## src/rtl/output_bcd_display_if.sv

```systemverilog
// -----------------------------------------------------------------------------
// output_bcd_display_if
//   Bundle of the request/response and display signals of output_bcd_display.
//
//   Handshake: the master raises start with binario/signed_mode valid; the
//   slave accepts on a rising edge only while it is idle (busy=0), and from the
//   next cycle on raises busy. A start seen while busy is dropped, not queued.
//   When the result is ready the slave lowers busy and pulses done for exactly
//   one cycle; segmentos/sinal/overflow are valid from that cycle on and hold
//   until the next done.
//
//   Signals
//     start        master->slave  conversion request
//     binario      master->slave  WIDTH-bit operand
//     signed_mode  master->slave  treat binario as two's complement
//     busy         slave->master  conversion in progress
//     done         slave->master  one-cycle result-valid pulse
//     overflow     slave->master  last magnitude exceeded 10^DIGITS-1
//     segmentos    slave->master  DIGITS x 7 segment patterns, digit 0 at LSBs
//     sinal        slave->master  sign digit (minus or blank)
// -----------------------------------------------------------------------------
interface output_bcd_display_if #(
  parameter int WIDTH  = 32,
  parameter int DIGITS = 8
);
  logic                  start;
  logic [WIDTH-1:0]      binario;
  logic                  signed_mode;
  logic                  busy;
  logic                  done;
  logic                  overflow;
  logic [7*DIGITS-1:0]   segmentos;
  logic [6:0]            sinal;

  modport master (
    output start, binario, signed_mode,
    input  busy, done, overflow, segmentos, sinal
  );

  modport slave (
    input  start, binario, signed_mode,
    output busy, done, overflow, segmentos, sinal
  );
endinterface

```

## src/rtl/output_bcd_display.sv

```systemverilog
// -----------------------------------------------------------------------------
// output_bcd_display
//   Iterative binary-to-decimal seven-segment display driver. An operand is
//   accepted on start, converted by double-dabble one bit per clock, and the
//   resulting digits are registered with leading-zero blanking, a sign digit
//   and overflow dashes.
//
//   Ports
//     clock    rising-edge clock
//     reset_n  asynchronous active-low reset
//     bus      output_bcd_display_if.slave (start/operand in, display out)
//     o_state  current FSM state (0 IDLE, 1 CONV, 2 LOAD) for observation
//
//   Parameters
//     WIDTH        operand width (>= 4)
//     DIGITS       number of decimal digits (>= 1)
//     ACTIVE_LOW   1: lit segment driven 0
//     BLANK_ZEROS  1: blank leading zero digits (digit 0 always shown)
// -----------------------------------------------------------------------------
module output_bcd_display #(
  parameter int WIDTH       = 32,
  parameter int DIGITS      = 8,
  parameter int ACTIVE_LOW  = 1,
  parameter int BLANK_ZEROS = 1
) (
  input  logic                  clock,
  input  logic                  reset_n,
  output_bcd_display_if.slave   bus,
  output logic [1:0]            o_state
);

  localparam int BCDW = 4 * DIGITS;
  localparam int CW   = (WIDTH > 1) ? $clog2(WIDTH) : 1;
  localparam logic [CW-1:0] LAST_CNT = CW'(WIDTH - 1);
  localparam logic [6:0] SEG_OFF  = (ACTIVE_LOW != 0) ? 7'h7F : 7'h00;
  localparam logic [6:0] SEG_DASH = 7'h40;  // segment g only, active-high

  typedef enum logic [1:0] {
    S_IDLE = 2'd0,
    S_CONV = 2'd1,
    S_LOAD = 2'd2
  } state_t;

  state_t                r_state;
  logic [BCDW-1:0]       r_bcd;
  logic [WIDTH-1:0]      r_mag;
  logic [CW-1:0]         r_cnt;
  logic                  r_neg;
  logic                  r_ovf_sticky;
  logic                  r_busy;
  logic                  r_done;
  logic                  r_overflow;
  logic [7*DIGITS-1:0]   r_seg;
  logic [6:0]            r_sinal;

  logic [WIDTH-1:0]      w_mag_in;
  logic                  w_neg_in;
  logic [BCDW-1:0]       w_bcd_adj;
  logic [BCDW-1:0]       w_bcd_next;
  logic [WIDTH-1:0]      w_mag_next;
  logic                  w_carry_out;
  logic [DIGITS-1:0]     w_upper_nz;
  logic [7*DIGITS-1:0]   w_seg_load;
  logic [6:0]            w_sinal_load;

  // Active-high segment pattern for a BCD digit, {g,f,e,d,c,b,a}.
  function automatic logic [6:0] enc_digit(input logic [3:0] d);
    case (d)
      4'd0:    enc_digit = 7'h3F;
      4'd1:    enc_digit = 7'h06;
      4'd2:    enc_digit = 7'h5B;
      4'd3:    enc_digit = 7'h4F;
      4'd4:    enc_digit = 7'h66;
      4'd5:    enc_digit = 7'h6D;
      4'd6:    enc_digit = 7'h7D;
      4'd7:    enc_digit = 7'h07;
      4'd8:    enc_digit = 7'h7F;
      4'd9:    enc_digit = 7'h6F;
      default: enc_digit = 7'h00;
    endcase
  endfunction

  // Map an active-high pattern to the physical segment polarity.
  function automatic logic [6:0] drive(input logic [6:0] p);
    drive = (ACTIVE_LOW != 0) ? ~p : p;
  endfunction

  // Operand capture: two's complement negate when the sign bit is set in
  // signed mode. The most-negative value negates to itself, which read as
  // unsigned is exactly 2^(WIDTH-1).
  assign w_neg_in = bus.signed_mode & bus.binario[WIDTH-1];
  assign w_mag_in = w_neg_in ? ((~bus.binario) + WIDTH'(1)) : bus.binario;

  // Double-dabble correction: any digit >= 5 gets +3 so the following shift
  // carries correctly into the next decade.
  always_comb begin
    w_bcd_adj = r_bcd;
    for (int i = 0; i < DIGITS; i++) begin
      if (r_bcd[4*i +: 4] >= 4'd5) begin
        w_bcd_adj[4*i +: 4] = r_bcd[4*i +: 4] + 4'd3;
      end
    end
  end

  // One-bit left shift of {BCD, magnitude}; the bit leaving the top digit
  // means the value no longer fits in DIGITS decimal digits.
  assign {w_carry_out, w_bcd_next, w_mag_next} = {w_bcd_adj, r_mag, 1'b0};

  // w_upper_nz[i]: some digit at position >= i is nonzero. A digit is shown
  // when it or any higher digit is nonzero, or it is the units digit.
  always_comb begin
    w_upper_nz = '0;
    w_upper_nz[DIGITS-1] = (r_bcd[4*(DIGITS-1) +: 4] != 4'd0);
    for (int i = DIGITS - 2; i >= 0; i--) begin
      w_upper_nz[i] = w_upper_nz[i+1] | (r_bcd[4*i +: 4] != 4'd0);
    end
  end

  always_comb begin
    w_seg_load = '0;
    for (int i = 0; i < DIGITS; i++) begin
      if (r_ovf_sticky) begin
        w_seg_load[7*i +: 7] = drive(SEG_DASH);
      end else if ((BLANK_ZEROS == 0) || (i == 0) || w_upper_nz[i]) begin
        w_seg_load[7*i +: 7] = drive(enc_digit(r_bcd[4*i +: 4]));
      end else begin
        w_seg_load[7*i +: 7] = SEG_OFF;
      end
    end
  end

  // r_neg is only ever set for a nonzero magnitude (a negative operand never
  // negates to zero), so it alone decides the minus sign.
  assign w_sinal_load = r_neg ? drive(SEG_DASH) : SEG_OFF;

  always_ff @(posedge clock or negedge reset_n) begin
    if (!reset_n) begin
      r_state      <= S_IDLE;
      r_bcd        <= '0;
      r_mag        <= '0;
      r_cnt        <= '0;
      r_neg        <= 1'b0;
      r_ovf_sticky <= 1'b0;
      r_busy       <= 1'b0;
      r_done       <= 1'b0;
      r_overflow   <= 1'b0;
      r_seg        <= {DIGITS{SEG_OFF}};
      r_sinal      <= SEG_OFF;
    end else begin
      r_done <= 1'b0;
      case (r_state)
        S_IDLE: begin
          if (bus.start) begin
            r_mag        <= w_mag_in;
            r_neg        <= w_neg_in;
            r_bcd        <= '0;
            r_ovf_sticky <= 1'b0;
            r_cnt        <= '0;
            r_busy       <= 1'b1;
            r_state      <= S_CONV;
          end
        end
        S_CONV: begin
          r_bcd <= w_bcd_next;
          r_mag <= w_mag_next;
          if (w_carry_out) begin
            r_ovf_sticky <= 1'b1;
          end
          r_cnt <= r_cnt + CW'(1);
          if (r_cnt == LAST_CNT) begin
            r_state <= S_LOAD;
          end
        end
        S_LOAD: begin
          r_seg      <= w_seg_load;
          r_sinal    <= w_sinal_load;
          r_overflow <= r_ovf_sticky;
          r_done     <= 1'b1;
          r_busy     <= 1'b0;
          r_state    <= S_IDLE;
        end
        default: begin
          r_busy  <= 1'b0;
          r_state <= S_IDLE;
        end
      endcase
    end
  end

  assign bus.busy      = r_busy;
  assign bus.done      = r_done;
  assign bus.overflow  = r_overflow;
  assign bus.segmentos = r_seg;
  assign bus.sinal     = r_sinal;
  assign o_state       = r_state;

endmodule

```

## src/flat_wrapper.sv

```systemverilog
// flat-port wrapper written by rule: the top's interface ports become plain ports
module output_bcd_display_flat 
#(
  parameter int WIDTH       = 32,
  parameter int DIGITS      = 8,
  parameter int ACTIVE_LOW  = 1,
  parameter int BLANK_ZEROS = 1
)
  (clock, reset_n, o_state, bus_start, bus_binario, bus_signed_mode, bus_busy, bus_done, bus_overflow, bus_segmentos, bus_sinal);
  output_bcd_display_if #(.WIDTH(WIDTH), .DIGITS(DIGITS)) bus_i ();
  input  logic clock;
  input  logic reset_n;
  output logic [1:0] o_state;
  input wire logic [$bits(bus_i.start)-1:0] bus_start;
  input wire logic [$bits(bus_i.binario)-1:0] bus_binario;
  input wire logic [$bits(bus_i.signed_mode)-1:0] bus_signed_mode;
  output wire logic [$bits(bus_i.busy)-1:0] bus_busy;
  output wire logic [$bits(bus_i.done)-1:0] bus_done;
  output wire logic [$bits(bus_i.overflow)-1:0] bus_overflow;
  output wire logic [$bits(bus_i.segmentos)-1:0] bus_segmentos;
  output wire logic [$bits(bus_i.sinal)-1:0] bus_sinal;
  assign bus_i.start = bus_start;
  assign bus_i.binario = bus_binario;
  assign bus_i.signed_mode = bus_signed_mode;
  assign bus_busy = bus_i.busy;
  assign bus_done = bus_i.done;
  assign bus_overflow = bus_i.overflow;
  assign bus_segmentos = bus_i.segmentos;
  assign bus_sinal = bus_i.sinal;
  output_bcd_display #(.WIDTH(WIDTH), .DIGITS(DIGITS), .ACTIVE_LOW(ACTIVE_LOW), .BLANK_ZEROS(BLANK_ZEROS)) u_core (.clock(clock), .reset_n(reset_n), .bus(bus_i), .o_state(o_state));
endmodule
```

## config.mk

```make
export PLATFORM = sky130hd
export DESIGN_NAME = output_bcd_display_flat
export DESIGN_NICKNAME = d
export VERILOG_FILES = /design/src/rtl/output_bcd_display_if.sv /design/src/rtl/output_bcd_display.sv /design/src/flat_wrapper.sv
export SDC_FILE = /design/constraint.sdc
export NUM_CORES = 1
export LEC_CHECK = 0
export ABC_AREA = 1
export ABC_CLOCK_PERIOD_IN_PS = 2300
export BUFFER_PORTS_ARGS = -buffer_cell sky130_fd_sc_hd__clkbuf_2
export CORE_MARGIN = 2
export CORE_UTILIZATION = 31
export DETAILED_ROUTE_END_ITERATION = 7
export PLACE_DENSITY_LB_ADDON = 0.1
export SLEW_MARGIN = 0
export SYNTH_ARGS = -nofsm -noshare
export SYNTH_HDL_FRONTEND = slang
export SYNTH_SLANG_ARGS = --single-unit
```

## constraint.sdc

```tcl
create_clock -name clock -period 2.3 [get_ports clock]
set_clock_uncertainty 0.2 [all_clocks]
set_input_delay 0.69 -clock clock [delete_from_list [all_inputs] [get_ports clock]]
set_output_delay 0.69 -clock clock [all_outputs]
set_load 0.02 [all_outputs]
```

==> results.ini <==
[run_status]
status = finished, final reports clean

[cells_and_area]
area_growth_pct = 20.6
mostFrequentLayoutCell = nand2_1
final_core_util_pct = 38.2
drive_gt1_share_pct = 20.2
fillers = 2773
layout_common_cells = nand2_1, nor2_1, o21ai_0, clkbuf_2, inv_1
nets = 1312
num_antenna_cells = 0
final_cell_area_um2 = 9940
final_cells = 1573

[synth]
netlist.area_leader.share_pct = 23.1
yosysSeqAreaShare_pct = 41.2
syn-cell-area_um2 = 8240
synth_top_area_cell = dfrtp_1
synthTopCellsByArea = dfrtp_1, dfstp_2, nand2_1, ha_1, nor2_1
ys_seq_elements = 133
syn_inst = 1110
yosysWarnings = 0
synth_cell_types = 41
avgSynthCellArea_um2 = 7.43

[global_route]
grt_antenna_before_repair = 0
overflow = 0
grtUsageTotal_pct = 16.3
grt_pass1_vias = 7247
grt_pass1_wl_mm = 37.3
grt_max_degree = 60

[floorplan]
chipHeight_um = 167
coreArea_um2 = 26100
die_area_um2 = 27900
initial_core_util_pct = 31.6
io_pins = 104
die_w_um = 167
row_count = 59

[sta]
setup_violations = 0
fmax_ghz = 0.452
hold_violations = 0
period_share_pct = 96.2
rsz0062_at_grt = no
maxSlewViolCount = 0
finalCriticalPeriod_ps = 2210

[setup_path]
end_kind = output port
critPathRequiredTime_ps = 1410
cp-start-kind = flip-flop
worstPathMaxFanout = 12
arrival_ps = 1320
path_class = reg2out

[drt]
firstDrtPassIters = 5
drc = 0
first_iter_violations = 372
wl_per_cell_um = 14.0
ant_nets = 0
num_vias = 7390
vias_per_cell = 4.70
routed_wl_mm = 22.1

[cts]
numCtsBuffers = 17
postCtsSetupBuffers = 0
clock_insertion_delay_worst_skew_ps = 420
clock-sinks = 133
cts_tree = yes
root_buffer = clkbuf_16
cts.clk_slew.worst_paths_ps = 60
htree_levels = 4
cts_buffer_depth = 2

[power]
vdd_drop_max_uv = 578
power_leakage_nw = 4.81
p_per_area_nw_per_um2 = 1180

[flow_run]
maxCapViolations = 0

[placement]
gp_congestion = 0.878
dp.cells = 1540
port_buffers = 97
place_area_um2 = 9290
dpl.hpwl_mm = 16.1

[min_path]
min_path_type = reg2reg

-- layout make-up --
cell class,count,area (um2),share of cell area [%]
Multi-Input combinational cell,834,4260,42.8
Clock inverter,13,205,2.06
Inverter,108,405,4.08
Timing Repair Buffer,131,812,8.17
Clock buffer,19,443,4.45
Tap cell,335,419,4.22
Sequential cell,133,3400,34.2
-- cells by family (layout without fill, tap and decap cells) --
family	Yosys count	count (layout)	share of synthesized area [%]
AOI/OAI and AO/OA	212	212	14.2
xor gates and xnor gates	17	17	1.81
adders and majority gates	51	51	7.74
buffers and inverters	148	271	7.39
DFF	133	133	41.2
other	1	6	0.0455
and+or+nand+nor	548	548	27.6
-- worst paths after layout --
path / from / to / slack, ps / cells past startpoint
max in group asynchronous: reset_n / u_core.bus.segmentos[8] / 720 / 3
min in group asynchronous: reset_n / u_core.bus.busy / 530 / 2
worst min register to register: u_core.bus.segmentos[13] / u_core.bus.segmentos[13] / 270 / 2
worst max register to register: u_core.r_bcd[20] / u_core.bus.segmentos[13] / 300 / 10
worst max-delay path: u_core.o_state[0] / o_state[0] / 90 / 2
worst min-delay path: u_core.bus.segmentos[13] / u_core.bus.segmentos[13] / 270 / 2
-- power breakdown --
group / internal, mW / switching [mW]
clock: 1.95 / 1.08
sequential: 3.05 / 0.594
combinational: 1.88 / 3.17
-- synthesized netlist by cell type (all sizes together) --
cell    instances
o211ai          1
or2             6
nor3           11
o32ai           6
nand2         295
clkinv          3
inv           105
o21ai          99
nand4           2
a31oi          23
a21oi          58
nand3          54
o31ai           6
xnor2           2
nor2          175
xor2           15
conb            1
a22o            3
buf            21
dfrtp          76
o22ai          11
a21o            1
clkbuf         19
dfstp          57
ha             51
a211oi          1
nand3b          5
o21a            1
o21bai          2
-- state kept, by name, indices dropped and copies added (netlist names) --
signal,cells
u_core.bus.overflow,1
u_core.o_state,2
u_core.bus.segmentos,56
u_core.r_mag,32
u_core.r_cnt,5
u_core.bus.busy,1
u_core.r_bcd,32
u_core.bus.sinal,1
u_core.r_ovf_sticky,1
u_core.r_neg,1
u_core.bus.done,1
-- worst max-delay path: stages, from the launching register on --
cell,delay (ps)
dfrtp_1,440
buf_4,260
clkbuf_2,200
-- routing by layer --
layer / track usage (%) / up-vias / part of all wire, %
li1: - / 3813 / -
met1: 22.6 / 3434 / 50
met2: 26.1 / 120 / 46
met3: 2.47 / 23 / 2.9
met4: 5.06 / 0 / 1.8
met5: 0 / - / 0
-- stage by stage --
stage          hold slack, ps  power (mW)  setup slack [ps]  setup TNS (ps)
2_1_floorplan             194        7.33               274               0
3_3_place_gp              259        8.78             -20.1           -40.7
3_5_place_dp              260        8.76             -27.4            -107
4_1_cts                   271        11.9              43.7               0
5_1_grt                   287        12.9              9.41               0
6_report                  266        11.7              87.2               0
-- repair_timing --
action / 4_1_cts / 5_1_grt
hold buffers: 1 / 0
gates resized for setup: 0 / 0
endpoints found under the hold margin: 12 / 0
Power figures use the tool's default switching activity.
